File: config.mk
export PLATFORM = sky130hd
export DESIGN_NAME = seg7_scan_driver
export DESIGN_NICKNAME = d
export VERILOG_FILES = /design/src/rtl/seg7_scan_driver.sv
export SDC_FILE = /design/constraint.sdc
export NUM_CORES = 1
export LEC_CHECK = 0
export CAP_MARGIN = 10
export CORE_ASPECT_RATIO = 1.5
export CORE_MARGIN = 10
export CORE_UTILIZATION = 45
export DETAILED_ROUTE_END_ITERATION = 10
export PLACE_DENSITY = 0.63
export SLEW_MARGIN = 20
export SYNTH_ARGS = -nofsm -noshare
export SYNTH_HDL_FRONTEND = slang
export SYNTH_SLANG_ARGS = --single-unit
File: constraint.sdc
create_clock -name clk -period 6.6 [get_ports clk]
set_clock_uncertainty 0.2 [all_clocks]
set_input_delay 1.65 -clock clk [delete_from_list [all_inputs] [get_ports clk]]
set_output_delay 1.65 -clock clk [all_outputs]
set_load 0.01 [all_outputs]
File: src/rtl/seg7_scan_driver.sv
// seg7_scan_driver: time-multiplexes four 5-bit symbol codes onto a 4-digit
// common-anode 7-segment display. It produces active-low seg/an/dp drives,
// latches the symbol word once per frame, and blanks every slot start.
module seg7_scan_driver #(
    parameter int SCAN_DIV  = 100_000,
    parameter int GUARD     = 4,
    parameter int BLINK_DIV = 25_000_000
) (
    input  logic        clk,
    input  logic        reset,
    input  logic [19:0] seg_data,
    input  logic [3:0]  blink_mask,
    input  logic [3:0]  dp_mask,
    output logic [6:0]  seg,
    output logic [3:0]  an,
    output logic        dp
);
    localparam int SCAN_W  = $clog2(SCAN_DIV);
    localparam int BLINK_W = (BLINK_DIV > 1) ? $clog2(BLINK_DIV) : 1;

    localparam logic [SCAN_W-1:0]  SCAN_LAST  = SCAN_W'(SCAN_DIV - 1);
    localparam logic [SCAN_W-1:0]  GUARD_CNT  = SCAN_W'(GUARD);
    localparam logic [BLINK_W-1:0] BLINK_LAST = BLINK_W'(BLINK_DIV - 1);

    // All four codes at 0x0F decode to blank.
    localparam logic [19:0] SHADOW_BLANK = 20'h7BDEF;

    logic [SCAN_W-1:0]  scan_cnt;
    logic [1:0]         digit_idx;
    logic [BLINK_W-1:0] blink_cnt;
    logic               blink_phase;
    logic [3:0][4:0]    shadow;
    logic               fresh;

    logic               scan_wrap;
    logic               blink_wrap;
    logic               frame_load;
    logic               in_guard;
    logic [4:0]         sym;
    logic [6:0]         seg_d;
    logic [3:0]         an_d;
    logic               dp_d;

    // Active-high {g,f,e,d,c,b,a} pattern for each symbol code.
    function automatic logic [6:0] seg_decode(input logic [4:0] code);
        case (code)
            5'h00:   seg_decode = 7'h3F;
            5'h01:   seg_decode = 7'h06;
            5'h02:   seg_decode = 7'h5B;
            5'h03:   seg_decode = 7'h4F;
            5'h04:   seg_decode = 7'h66;
            5'h05:   seg_decode = 7'h6D;
            5'h06:   seg_decode = 7'h7D;
            5'h07:   seg_decode = 7'h07;
            5'h08:   seg_decode = 7'h7F;
            5'h09:   seg_decode = 7'h6F;
            5'h0A:   seg_decode = 7'h54; // n
            5'h0B:   seg_decode = 7'h50; // r
            5'h0C:   seg_decode = 7'h5E; // d
            5'h0D:   seg_decode = 7'h3E; // U
            5'h0E:   seg_decode = 7'h73; // P
            5'h10:   seg_decode = 7'h77; // A
            5'h11:   seg_decode = 7'h7C; // b
            5'h12:   seg_decode = 7'h39; // C
            5'h13:   seg_decode = 7'h79; // E
            5'h14:   seg_decode = 7'h71; // F
            5'h15:   seg_decode = 7'h76; // H
            5'h16:   seg_decode = 7'h38; // L
            5'h17:   seg_decode = 7'h5C; // o
            5'h18:   seg_decode = 7'h78; // t
            5'h19:   seg_decode = 7'h6E; // y
            5'h1A:   seg_decode = 7'h40; // -
            default: seg_decode = 7'h00; // 0x0F and 0x1B-0x1F are blank
        endcase
    endfunction

    assign scan_wrap  = (scan_cnt == SCAN_LAST);
    assign blink_wrap = (blink_cnt == BLINK_LAST);
    // The first edge out of reset counts as a frame start, so the word is
    // captured there as well as on every digit-3 -> digit-0 wrap.
    assign frame_load = fresh || (scan_wrap && (digit_idx == 2'd3));
    assign in_guard   = (scan_cnt < GUARD_CNT);

    // Slot counter and digit index; digit advances on the slot wrap.
    always_ff @(posedge clk) begin
        if (!reset) begin
            scan_cnt  <= '0;
            digit_idx <= '0;
        end else if (scan_wrap) begin
            scan_cnt  <= '0;
            digit_idx <= digit_idx + 2'd1;
        end else begin
            scan_cnt  <= scan_cnt + SCAN_W'(1);
        end
    end

    // Free-running blink timebase, independent of slot alignment.
    always_ff @(posedge clk) begin
        if (!reset) begin
            blink_cnt   <= '0;
            blink_phase <= 1'b0;
        end else if (blink_wrap) begin
            blink_cnt   <= '0;
            blink_phase <= ~blink_phase;
        end else begin
            blink_cnt   <= blink_cnt + BLINK_W'(1);
        end
    end

    // Frame latch: the display only ever shows a whole, consistent word.
    always_ff @(posedge clk) begin
        if (!reset) begin
            shadow <= SHADOW_BLANK;
            fresh  <= 1'b1;
        end else begin
            fresh <= 1'b0;
            if (frame_load) shadow <= seg_data;
        end
    end

    // Next output drive: dark in the guard, else one anode plus decoded digit.
    always_comb begin
        sym  = shadow[digit_idx];
        an_d = 4'hF;
        seg_d = 7'h7F;
        dp_d = 1'b1;
        if (!in_guard) begin
            an_d = ~(4'b0001 << digit_idx);
            if (!(blink_phase && blink_mask[digit_idx])) begin
                seg_d = ~seg_decode(sym);
                dp_d  = ~dp_mask[digit_idx];
            end
        end
    end

    // Output register; reset forces everything dark on the same edge.
    always_ff @(posedge clk) begin
        if (!reset) begin
            seg <= 7'h7F;
            an  <= 4'hF;
            dp  <= 1'b1;
        end else begin
            seg <= seg_d;
            an  <= an_d;
            dp  <= dp_d;
        end
    end

endmodule

After elaboration in Yosys (flattened, before gate mapping)
Memory sizes are Yosys's and may differ from the RTL's.
Cells that the tools add are included.

word-level totals
  output and inout bits = 12
  memory bits (read-only) = 224
  memories kept = 1
  register bits = 78
  word-level logic and storage cells = 43
  bits of input ports = 30
  memory bits (writable) = 0
  latch bits = 0

memories
  memory           depth  bits a word  rd ports  clocked after Yosys merged registers in  wr ports  RTL line  source
  (no name shown)  32     7            1         0                                        0         46        case (code)

cells by class
  shift operators = 1
  magnitude comparators = 2
  bitwise gates (word level) = 5
  equality and inequality tests = 3
  div/mod/pow operators = 0
  muxes and demuxes = 9
  $add $sub $neg = 3
  reduce and logical (&&, ||, !) cells = 7
  multiply operators = 0

operators with widths
  cell                                                         number
  adder 25 x 1 -> 25 bit, second input constant                1
  == test 25 bit, second input constant                        1
  adder 17 x 1 -> 17 bit, second input constant                1
  == test 17 bit, second input constant                        1
  less-than comparator 17 x 3 -> 1 bit, second input constant  1
  2-to-1 mux 7 bit                                             2
  binary-select mux 5 bit (select 2 bit)                       1
  inverter 7 bit                                               1
  OR reduction 2 bit                                           3
  2-to-1 mux 5 bit                                             1
  binary-select mux 1 bit (select 2 bit)                       2
  inverter 4 bit                                               1
  left shift 1 x 2 -> 4 bit, first input constant              1
  less-than comparator 2 x 3 -> 1 bit, second input constant   1
  2-to-1 mux 1 bit                                             3
  inverter 1 bit                                               3
  OR reduction 3 bit                                           1
  adder 2 x 1 -> 2 bit, second input constant                  1
  == test 2 bit, second input constant                         1
  logical AND 1 bit                                            2
  logical OR 1 bit                                             1

Depth between registers and ports, before layout
  word-level depth = 6
  depth in mapped cells = 9
  mapped depth without buffers = 8

Least setup slack after synthesis
Ideal clock, no wire load.

  kind = input to register
  from = input reset
  to = register seg[1]
  slack = 3.564 ns
  library setup time = 0.152 ns
  stages on the path = 4
  arrival = 2.683 ns
  cells stage by stage = clkinv_1 -> a31oi_1 -> a21boi_1 -> o221ai_1

on the way
  longest elaborated chain between the ends = 2

ends and longest elaborated chain
  what                                 RTL line  source
  start, declared                      10        input logic reset,
  inverter 1 bit (no source line)      --
  OR reduction 3 bit (no source line)  --
  end signal, assigned                 143       seg <= seg_d;
  end, declared                        14        output logic [6:0] seg,

No other way between the ends.
A chain may end at the register's enable or synchronous reset.

Worst setup path after layout
  from = input reset
  to = register seg[2]

Same word-level chain as after synthesis.

==> flow_summary.toml <==
[detailed_routing]
final_antenna_net_count = 0
drt-met1-wl_um = 3290
firstDrtPassIters = 4
highest-signal-layer = "met4"
routedWlPerCell_um = 14.0
drt-vias-per-instance = 5.20
wl_met2_um = 3920
drcViolationCount = 0
routed-wl-met3_um = 238
vias = 2837
wirelength_um = 7660
first_iter_violations = 123

[die]
rows = 40
dieWidth_um = 94.0
initial_core_util_pct = 46.2
die-area_um2 = 12300
core_um2 = 8010
ios = 42
fp.dieH_um = 131

[critical_path]
cp_data_required_time_ps = 6570
slowest_stage = "clkdlybuf4s50_1"
path_delay_family = "buffers and inverters"
cp_cell_sequence = "clkdlybuf4s50_1 > clkinv_1 > a31oi_1 > a21boi_1 > o221ai_1"
path_max_fanout = 20
arrival_ps = 4300
critPathKind = "in2reg"
cp_num_buf_inv = 2
worst_setup_path_end_kind = "register"
cp-start-kind = "input port"
cp_slowest_stage_delay_ps = 930

[place]
place_area_um2 = 4140
dp_hpwl_um = 5730
portBuffers = 41
gp_congestion = 0.861
place_ws_ps = 1840
dp_cells = 531

[hold_path]
hp-class = "reg2reg"

[global_routing]
grt_overflow = 0
antenna_found_initial = 0
grt_pass1_vias = 2828
grt_first_pass_wirelength_um = 13200
grt_max_degree = 26
grt_usage_pct = 13.2

[clocking]
htree_levels = 3
path_clk_slew_ps = 60
worst_skew_pair.late_latency_ps = 330
cts_hold_buf = 0
cts.sinks = 78
cts_buffer_depth = 2
cts_root_buf = "clkbuf_16"
cts_tree = "yes"
cts_setup_buffers = 0
cts_resized = 0
cts_buffers = 9

[synth]
ys.flop_type = "dfxtp_1"
synth_area_leader_cell = "dfxtp_1"
synthCells = 400
synthesis.area_um2 = 3700
synth_area_leaders = "dfxtp_1 (42%), nor2_1 (6.6%), xnor2_1 (6.4%), mux2i_1 (6.2%), nand2_1 (4.7%)"
yosysMostFrequentCell = "dfxtp_1"
synthArstFlopShare_pct = 0
syn_area_per_cell_um2 = 9.25
synth_nets = 443
synth_cell_types = 46
synth_top_area_share_pct = 42.2
seq_area_frac_synth_pct = 42.2
synth_edf_count = 0
ys_top_cells_by_count = "dfxtp_1 (78), nor2_1 (65), nand2_1 (46)"
ys_ff_latch = 78
yosys_warnings = 0

[finish]
fin_cells = 546
n_antenna_cell = 0
drive_gt1_share_pct = 7.48
fin_nets = 480
design_area_um2 = 4500
syn_to_final_growth_pct = 21.8

[job]
max_cap_viol_count = 0

[sta]
fmax_mhz = 231
rsz0062_at_grt = "no"
setup_viol = 0
hold_viol = 0
worst_slew_pin_slew_ps = 916
min_period_ps = 4330
relSlewSlack_pct = 38.9
layout_setup_ws_ps = 2270
finalMaxSlewViolations = 0
setup_tns_ps = 0
fin_crit_sh_pct = 65.6

[run_status]
status = "finished clean"

[power_and_ir_drop]
vdd.ir_drop.worst_mv = 0.184
power.density_nw_per_um2 = 258
p_leak_uw = 0.00169
-- routing by layer --
| metal | global-route usage [%] | vias to the layer above |
|---|---|---|
| met4 | 7.00 | 0 |
| met3 | 2.46 | 15 |
| met2 | 23.4 | 43 |
| met1 | 14.6 | 1342 |
| li1 | - | 1437 |
| met5 | 0 | - |
-- report_power, final --
part	leakage, uW	total [uW]	switching (uW)	internal, uW
sequential	0.000635	490	7.03	483
combinational	0.000886	82.9	41.9	41.0
clock	0.000168	590	185	405
total	0.00169	1160	234	929
-- placed cells by master, fill, tap and decap left out, drive strengths merged, types with 3 or more instances in the layout --
| cell | n |
|---|---|
| nor2b | 3 |
| nand2 | 47 |
| inv | 14 |
| ha | 13 |
| xnor2 | 27 |
| nor4 | 7 |
| mux2i | 23 |
| nor3 | 9 |
| and3 | 5 |
| nor2 | 65 |
| mux4 | 7 |
| a31oi | 4 |
| a21oi | 6 |
| and2 | 4 |
| o221ai | 3 |
| clkdlybuf4s50 | 41 |
| clkbuf | 9 |
| bufinv | 4 |
| xor2 | 13 |
| dfxtp | 78 |
| mux2 | 3 |
| nand4 | 8 |
| nand2b | 4 |
| nand3 | 16 |
| and4 | 6 |
| o21ai | 4 |
-- metrics by stage --
step	hold slack (ps)	total power, uW	util [%]
after floorplan	213	552	-
after global placement	221	582	51.7
after detailed placement	236	583	51.7
after CTS	246	1170	56.3
after global routing	271	1200	56.3
final	237	1160	56.3
-- cell type report --
cell class                      count  area [um^2]
Clock buffer                        9          225
Clock inverter                      6          135
Fill cell                         727         3500
Inverter                           15         56.3
Multi-Input combinational cell    291         1980
Sequential cell                    78         1560
Tap cell                          105          131
Timing Repair Buffer               42          418
-- path summary, 6_finish.rpt --
path	from	end	slack, ps	depth (start not counted)
worst min register to register	blink_cnt[0]$_SDFF_PP0_	blink_cnt[0]$_SDFF_PP0_	240	1
worst max-delay path	reset	seg[2]$_SDFF_PP1_	2270	5
worst min-delay path	blink_cnt[0]$_SDFF_PP0_	blink_cnt[0]$_SDFF_PP0_	240	1
worst max register to register	digit_idx[0]$_SDFFE_PN0P_	seg[1]$_SDFF_PP1_	3510	6
-- flip-flops by register name (all words and copies together) (netlist names) --
signal       flops
seg              7
shadow          20
digit_idx        2
blink_phase      1
dp               1
an               4
scan_cnt        17
fresh            1
blink_cnt       25
-- cell families after synthesis --
group                    Yosys count  share of synthesized area [%]
flip-flops                        78                           42.2
AO/OA/AOI/OAI                     28                           5.28
buffers and inverters             31                           4.33
AND/OR/NAND/NOR                  177                           22.9
XOR/XNOR                          40                           9.47
adder cells (fa/ha/maj)           13                           4.40
multiplexers                      33                           11.4
-- worst reg2reg max path, cell delays in order (launching register included) --
cell and delay (ps):
dfxtp_1 770, mux4_2 730, inv_1 270, ha_1 310, mux2_2 270, a21oi_1 250
o221ai_1 140
No activity file was read; power rests on OpenSTA's default activity.
